<file path="src/rtl/s3_pkg.sv">
// S3 unpacker shared types and constants.
// Build option: S3_UNPACK_SIGNED_EN selects two's complement trits.
package s3_pkg;

  localparam int N      = 701;
  localparam int NBYTES = 140;
  localparam int IDXW   = 10;

  localparam logic [7:0] POW3 [0:4] =
    '{8'd1, 8'd3, 8'd9, 8'd27, 8'd81};

  localparam logic [7:0] NB_L = 8'(NBYTES);
  localparam logic [IDXW-1:0] LAST_IDX =
    IDXW'(N - 1);

  typedef logic [1:0] trit_t;

  typedef enum logic [1:0] {
    IDLE,
    DIV,
    EMIT,
    PAD
  } st_e;

  function automatic logic [7:0] pow3(
    input logic [2:0] k
  );
    logic [7:0] p;
    p = 8'd0;
    case (k)
      3'd0: p = POW3[0];
      3'd1: p = POW3[1];
      3'd2: p = POW3[2];
      3'd3: p = POW3[3];
      3'd4: p = POW3[4];
      default: p = 8'd0;
    endcase
    return p;
  endfunction

  // Digit 2 maps to -1 in the signed build.
  function automatic trit_t enc(
    input trit_t t
  );
`ifdef S3_UNPACK_SIGNED_EN
    return (t == 2'd2) ? 2'b11 : t;
`else
    return t;
`endif
  endfunction

endpackage

</file>
<file path="src/rtl/s3_trit_cmp.sv">
// One base-3 digit step by restoring compare.
// Ports: r, w=3^k, w2=2*3^k in; d, r_next out.
module s3_trit_cmp (
  input  logic [7:0] r,
  input  logic [7:0] w,
  input  logic [7:0] w2,
  output logic [1:0] d,
  output logic [7:0] r_next
);

  logic [7:0] s2;
  logic [7:0] s1;
  logic       c2;
  logic       c1;

  sub_2i8_o8 u_s2 (
    .x     (r),
    .y     (w2),
    .diff  (s2),
    .carry (c2)
  );

  sub_2i8_o8 u_s1 (
    .x     (r),
    .y     (w),
    .diff  (s1),
    .carry (c1)
  );

  always_comb begin
    d      = 2'd0;
    r_next = r;
    unique case (1'b1)
      c2: begin
        d      = 2'd2;
        r_next = s2;
      end
      (c1 & ~c2): begin
        d      = 2'd1;
        r_next = s1;
      end
      default: ;
    endcase
  end

endmodule

</file>
<file path="src/rtl/sub_2i8_o8.sv">
// 8-bit subtractor: diff = x - y, carry=1 when x >= y.
// Ports: x, y in; diff, carry out.
module sub_2i8_o8 (
  input  logic [7:0] x,
  input  logic [7:0] y,
  output logic [7:0] diff,
  output logic       carry
);

  assign {carry, diff} =
    {1'b0, x} + {1'b0, ~y} + 9'd1;

endmodule

</file>
<file path="src/rtl/s3_byte_unpacker.sv">
// Packed S3 byte stream to coefficient stream unpacker.
// Build option: S3_UNPACK_SIGNED_EN (signed trit encoding).
// Ports: clk, rst (sync, high); in_valid/in_ready/in_byte;
//   out_valid/out_ready/out_trit/out_idx/out_last; err, done.
module s3_byte_unpacker
  import s3_pkg::*;
(
  input  logic            clk,
  input  logic            rst,
  input  logic            in_valid,
  output logic            in_ready,
  input  logic [7:0]      in_byte,
  output logic            out_valid,
  input  logic            out_ready,
  output logic [1:0]      out_trit,
  output logic [IDXW-1:0] out_idx,
  output logic            out_last,
  output logic            err,
  output logic            done
);

  st_e             st;
  st_e             st_n;
  logic [7:0]      r;
  logic [2:0]      k;
  logic [2:0]      tix;
  trit_t           dig [0:4];
  logic [7:0]      bcnt;
  logic [IDXW-1:0] cidx;
  logic [7:0]      w;
  logic [7:0]      w2;
  logic [7:0]      r_nx;
  trit_t           d;
  logic            acc;
  logic            ill;
  logic            ohs;

  assign w  = pow3(k);
  assign w2 = {w[6:0], 1'b0};

  s3_trit_cmp u_cmp (
    .r      (r),
    .w      (w),
    .w2     (w2),
    .d      (d),
    .r_next (r_nx)
  );

  assign in_ready = (st == IDLE) & ~rst;
  assign acc      = in_valid & in_ready;
  assign ill      = in_byte > 8'd242;
  assign ohs      = out_valid & out_ready;

  always_comb begin
    st_n = st;
    unique case (st)
      IDLE: if (acc) st_n = DIV;
      DIV:  if (k == 3'd1) st_n = EMIT;
      EMIT:
        if (ohs && tix == 3'd4)
          st_n = (bcnt < NB_L) ? IDLE : PAD;
      PAD:  if (ohs) st_n = IDLE;
      default: st_n = IDLE;
    endcase
  end

  always_comb begin
    out_valid = 1'b0;
    out_trit  = 2'd0;
    out_idx   = '0;
    out_last  = 1'b0;
    unique case (1'b1)
      (st == EMIT): begin
        out_valid = 1'b1;
        out_trit  = enc(dig[tix]);
        out_idx   = cidx;
      end
      (st == PAD): begin
        out_valid = 1'b1;
        out_idx   = LAST_IDX;
        out_last  = 1'b1;
      end
      default: ;
    endcase
  end

  always_ff @(posedge clk) begin
    if (rst) begin
      st   <= IDLE;
      r    <= 8'd0;
      k    <= 3'd0;
      tix  <= 3'd0;
      bcnt <= 8'd0;
      cidx <= '0;
      err  <= 1'b0;
      done <= 1'b0;
      dig  <= '{default: 2'd0};
    end else begin
      st   <= st_n;
      done <= 1'b0;
      // err lingers through the done cycle.
      if (done) err <= 1'b0;
      unique case (st)
        IDLE:
          if (acc) begin
            r    <= ill ? 8'd0 : in_byte;
            k    <= 3'd4;
            bcnt <= bcnt + 8'd1;
            if (ill) err <= 1'b1;
          end
        DIV: begin
          dig[k] <= d;
          r      <= r_nx;
          k      <= k - 3'd1;
          if (k == 3'd1) dig[0] <= r_nx[1:0];
        end
        EMIT:
          if (ohs) begin
            cidx <= cidx + 1'b1;
            tix  <= (tix == 3'd4) ? 3'd0
                                  : tix + 3'd1;
          end
        PAD:
          if (ohs) begin
            done <= 1'b1;
            bcnt <= 8'd0;
            cidx <= '0;
          end
        default: ;
      endcase
    end
  end

endmodule

</file>
<file path="config.mk">
export PLATFORM = sky130hd
export DESIGN_NAME = s3_byte_unpacker
export DESIGN_NICKNAME = d
export VERILOG_FILES = /design/src/rtl/s3_pkg.sv /design/src/rtl/s3_trit_cmp.sv /design/src/rtl/sub_2i8_o8.sv /design/src/rtl/s3_byte_unpacker.sv
export SDC_FILE = /design/constraint.sdc
export NUM_CORES = 1
export LEC_CHECK = 0
export ABC_AREA = 1
export ABC_CLOCK_PERIOD_IN_PS = 7700
export CORE_ASPECT_RATIO = 0.7
export CORE_MARGIN = 3
export CORE_UTILIZATION = 57
export DETAILED_ROUTE_END_ITERATION = 6
export PLACE_DENSITY = 0.83
export SYNTH_ARGS = -nofsm -noshare
export SYNTH_HDL_FRONTEND = slang
export SYNTH_SLANG_ARGS = --single-unit
</file>
<file path="constraint.sdc">
create_clock -name clk -period 7.7 [get_ports clk]
set_input_delay 1.925 -clock clk [delete_from_list [all_inputs] [get_ports clk]]
set_output_delay 1.925 -clock clk [all_outputs]
set_load 0.005 [all_outputs]
</file>
# Word-level counts from Yosys, hierarchy flattened
# Index checks and enable logic that the tools add are counted.
dict set report totals {
  ff_bits 46
  latch_bits 0
  ramBits 0
  mem_bits_ro 0
  input_bits 12
  output_inout_bits 17
  elab_cells 104
  n_memories 0
}
dict set report classes {
  add_sub_neg 8
  mul 0
  div_mod_pow 0
  n_lt_le_gt_ge 5
  eq_ne 14
  n_shift 0
  mux 37
  bitwise_logic 11
  n_reduce_logical 15
}
# op n
set ops {}
lappend ops {{8-bit one-hot mux with 2 select lines} 3}
lappend ops {{10-bit one-hot mux with 2 select lines} 2}
lappend ops {{7-bit one-hot mux with 5 select lines} 1}
lappend ops {{8-bit 2-to-1 mux} 4}
lappend ops {{10-bit 2-to-1 mux} 2}
lappend ops {{2-bit 2-to-1 mux} 10}
lappend ops {{8-bit by 8-bit adder with 9-bit output} 2}
lappend ops {{9-bit by 1-bit adder with 9-bit output (second input constant)} 2}
lappend ops {{10-bit by 1-bit adder with 10-bit output (second input constant)} 1}
lappend ops {{10-bit bitwise mux} 1}
lappend ops {{2-bit != test (second input constant)} 5}
lappend ops {{3-bit AND reduction} 3}
lappend ops {{8-bit by 1-bit adder with 8-bit output (second input constant)} 1}
lappend ops {{4-bit greater-or-equal comparator (second input constant)} 2}
lappend ops {{8-bit > comparator (second input constant)} 1}
lappend ops {{8-bit less-than comparator (second input constant)} 1}
lappend ops {{3-bit NOT with 4-bit output} 2}
lappend ops {{7-bit NOT with 8-bit output} 1}
lappend ops {{8-bit NOT} 1}
lappend ops {{2-bit one-hot mux with 4 select lines} 1}
lappend ops {{1-bit 2-to-1 mux} 7}
lappend ops {{2-bit binary-select mux with 3-bit select} 1}
lappend ops {{2-bit demux with 3-bit select} 1}
lappend ops {{3-bit by 2-bit equality test with 1-bit output (second input constant)} 2}
lappend ops {{other kinds (20)} 33}

# Depth between registers and ports, before layout
dict set report depth {
  ltp_word 10
  mapped_depth 20
  mapped_depth_nobuf 20
}

# By module
# A second synthesis with hierarchy kept.
dict set report hier_totals {
  cells_unflattened 592
  area_unflattened_um2 3563.4
}
# mod instances cells_each area_each_um2
set by_module_without_submodules {}
lappend by_module_without_submodules {s3_byte_unpacker 1 403 2567.5}
lappend by_module_without_submodules {sub_2i8_o8 2 75 405.4}
lappend by_module_without_submodules {s3_trit_cmp 1 39 185.2}

# Least setup slack after synthesis
# OpenSTA, ideal clock, no wires.
dict set report synth_path {
  path_kind {input to output}
  start {input rst}
  end {output in_ready}
  arrival_ns 2.268
  required_ns 5.775
  path_slack_ns 3.507
  stages 2
  path_cell_list {clkbuf_1 nor2_1}
}
dict set report synth_between {
  elab_chain_cells 2
}
# item line_no
set synth_rtl {}
lappend synth_rtl {{start: declaration} s3_byte_unpacker.sv:9} ;# input logic rst,
lappend synth_rtl {{1-bit NOT} s3_byte_unpacker.sv:49} ;# assign in_ready = (st == IDLE) & ~rst;
lappend synth_rtl {{1-bit bitwise AND} s3_byte_unpacker.sv:49}
lappend synth_rtl {{end: declaration} s3_byte_unpacker.sv:11} ;# output logic in_ready,
# Every way passes these cells.

# Worst setup path after layout
# Ends and elaborated chain as after synthesis.

==> impl_metrics.csv <==
group,metric,value,unit
pwr,leakagePower,1.65,nW
critical_path,cp.depth,3,
place,placed_area,0.00349,mm²
synthesis,synth_warnings,0,
run,max_cap_viol_count,0,
synthesis,synthSimpleGateAreaFrac,0.326,
cts,htreeDepth,2,
worst_hold_path,hold_depth,2,
critical_path,ff2ff_path_depth,15,
critical_path,r2r_slack,4.45,ns
pwr,p_comb_frac,0.656,
final_layout,fin_area,0.00357,mm²
timing,final_max_slew_viol_count,0,
timing,layout_min_cycle_time,5.16,ns
cts,cts_tree,"yes",
floorplanning,die_area,0.00652,mm²
worst_hold_path,hp-class,"flip-flop to flip-flop",
timing,fin_skew,0.0105,ns
cts,cts.sinks,46,
cts,clk_path_buf_depth,2,
global_route,grtUsageTotal,0.246,
place,place.gp.congestion,0.896,
critical_path,cp-end-kind,"output pin",
critical_path,endpoint,"in_ready",
synthesis,synthArstFlopShare,0,
cts,clkLatencyLatePin,0.31,ns
synthesis,seq_area_frac_synth,0.290,
pwr,p_sw,0.748,mW
pwr,seq_power_share,0.240,
timing,hold_viol,0,
timing,whs,0.490,ns
synthesis,synth-xor-area-share,0.0110,
critical_path,cp.required,5.78,ns
timing,worst_pin_slew,0.696,ns
synthesis,synth_mux_area_frac,0,
timing,setup_violations,0,
critical_path,cpLargestDelayFamily,"buffers and inverters",
route,vias,3106,
synthesis,synth_top_family_by_area,"simple AND/OR/NAND/NOR gates",
critical_path,rr_endpoint,"r[3]",
critical_path,crit_buf_inv,2,
pwr,p_int,0.656,mW
critical_path,start_kind,"input port",
synthesis,synthAdderAreaFrac,0.0874,
synthesis,ys.flop_type,"dfxtp_1",
critical_path,crit_chain,"clkdlybuf4s50_1 > nor2_1 > clkdlybuf4s50_1",
outcome,status,"complete, no violations",
synthesis,yosysUniqueCellTypes,45,
synthesis,ys_seq_elements,46,
global_route,antenna_found_initial,0,
synthesis,synth_nets,512,
timing,finalCritPeriodShare,0.670,
cts,ctsResizeCount,0,
final_layout,n_antenna_cell,0,
cts,post_cts_buffers,0,
route,routed_via_density,5.37,
place,dp.cells,571,
place,io_buffers,28,
critical_path,arrival,3.24,ns
critical_path,cp_common_cell,"clkdlybuf4s50_1",
floorplanning,coreArea,0.00531,mm²
synthesis,synth_compound_area_frac,0.170,
cts,path_clk_slew,0.09,ns
place,pre_cts_ws,2.54,ns
pwr,sw_frac_of_total,0.533,
critical_path,r2r_start,"k[0]",
floorplanning,ios,29,
global_route,grt_pass1_wl,12.3,mm
timing,timing.fmax,0.194,GHz
critical_path,crit_path_max_fanout,11,
synthesis,syn_area_per_cell,6.64,µm²
route,drc,0,
critical_path,criticalPathCategory,"input port to output pin",
critical_path,slowest_delay,0.63,ns
critical_path,cp-startpoint,"rst",
global_route,grt_max_degree,23,
cts,root_buffer,"clkbuf_8",
critical_path,crit_slowest_cell,"clkdlybuf4s50_1",
timing,slew_headroom,0.535,
route,firstDrtPassIters,5,
final_layout,drive_gt1_frac,0.0672,
cts,numCtsBuffers,5,
global_route,grt_pass1_vias,2576,
floorplanning,die_y,68.5,µm
floorplanning,rows,22,
timing,fin_ws,2.54,ns
cts,cts_hold_buffers,0,
final_layout,num-nets-final,539,
pwr,vdd_drop_max,0.208,mV
route,routed_wirelength,7.70,mm
place,dpl.hpwl,5.94,mm
final_layout,synthToLayoutAreaGrowth,12.3,%
pwr,p_clk_frac,0.103,
floorplanning,die_x,95.3,µm
timing,setup_tns,0,ns
route,ant_nets,0,
synthesis,netlist_area,0.00318,mm²
route,drtIter0Drc,303,
synthesis,syn_inst,479,
final_layout,final_cells,578,
global_route,overflow,0,
synthesis,synth-edff-count,0,
timing,rsz0062_at_grt,"no",
floorplanning,initial_core_util,0.598,
route,post_drt_wl_per_cell,13.3,µm
pwr,cellPowerDensity,393,mW/mm²
## how the worst min path moves through the flow
| stage | from | to | slack, ns |
|---|---|---|---|
| CTS | bcnt[7] | bcnt[7] | 0.49 |
| global route | bcnt[7] | bcnt[7] | 0.51 |
| global placement | bcnt[7] | bcnt[7] | 0.46 |
| detailed placement | bcnt[7] | bcnt[7] | 0.47 |
| floorplan | bcnt[7] | bcnt[7] | 0.45 |
| finish | bcnt[7] | bcnt[7] | 0.49 |
## flip-flops by register name, summed over array words and instances (netlist names)
name	cells
cidx	10
dig	10
bcnt	8
r	8
k	3
tix	3
st	2
done	1
err	1
## layout make-up
cell class | count | area, µm²
tap | 72 | 90.1
clock inverter | 2 | 10.0
sequential | 46 | 921
inverter | 82 | 310
timing repair buffer | 28 | 280
fill | 460 | 1740
clock buffer | 5 | 68.8
multi-input combinational | 343 | 1890
## cell families (layout without fill, tap and decap cells)
kind of cell | count (synthesis) | in the layout
compound gates | 98 | 98
xor+xnor | 4 | 4
fa+ha+maj | 21 | 21
buf+inv | 90 | 117
flops | 46 | 46
simple gates | 220 | 220
## worst min-delay path: cells and delay by family (launching register included)
| family | cells | cell delay [ns] |
|---|---|---|
| buffers and inverters | 1 | 0.07 |
| DFF | 1 | 0.33 |
| AOI/OAI and AO/OA | 1 | 0.06 |
## through the flow
step / utilization / power, mW
floorplan: - / 1.05
global placement: 0.657 / 1.21
detailed placement: 0.657 / 1.24
CTS: 0.672 / 1.39
global route: 0.672 / 1.53
finish: 0.672 / 1.40
## power groups by stage
| stage | Combinational (mW) | Clock (mW) | Sequential (mW) |
|---|---|---|---|
| after floorplan | 0.730 | 0 | 0.319 |
| after global placement | 0.871 | 0 | 0.340 |
| after detailed placement | 0.894 | 0 | 0.341 |
| after CTS | 0.904 | 0.146 | 0.336 |
| after global routing | 1.03 | 0.154 | 0.345 |
| final | 0.922 | 0.145 | 0.337 |
## metal layers
layer / GRT usage / wire [µm] / up-vias
met5: 0 / 0 / -
met4: 0.0378 / 53 / 0
met3: 0.0582 / 714 / 6
met2: 0.343 / 3020 / 129
met1: 0.383 / 3910 / 1376
li1: - / - / 1595
## synth_stat cells (3+ instances only)
cell type | instances | area [µm²]
nand2_1 | 104 | 390
inv_1 | 76 | 285
nor2_1 | 51 | 191
dfxtp_1 | 46 | 921
a21oi_1 | 42 | 210
o21ai_0 | 38 | 190
nand3_1 | 34 | 170
ha_1 | 19 | 238
nor3_1 | 6 | 30.0
clkbuf_1 | 4 | 15.0
inv_2 | 4 | 15.0
xor2_1 | 4 | 35.0
buf_6 | 3 | 33.8
nand2_2 | 3 | 18.8
nor2_2 | 3 | 18.8
## cell usage in the layout (no fill, tap or decap), types with 3 or more instances in the layout
cell | synthesis | routed
xor2_1 | 4 | 4
nor2_1 | 51 | 51
nor3_1 | 6 | 6
nor2_2 | 3 | 3
o21ai_0 | 38 | 38
clkdlybuf4s50_1 | 0 | 28
inv_2 | 4 | 4
nand2_1 | 104 | 104
nand3_1 | 34 | 34
dfxtp_1 | 46 | 46
clkbuf_8 | 0 | 5
nand2_2 | 3 | 3
ha_1 | 19 | 19
a21oi_1 | 42 | 42
inv_1 | 76 | 76
Power figures use the tool's default switching activity.
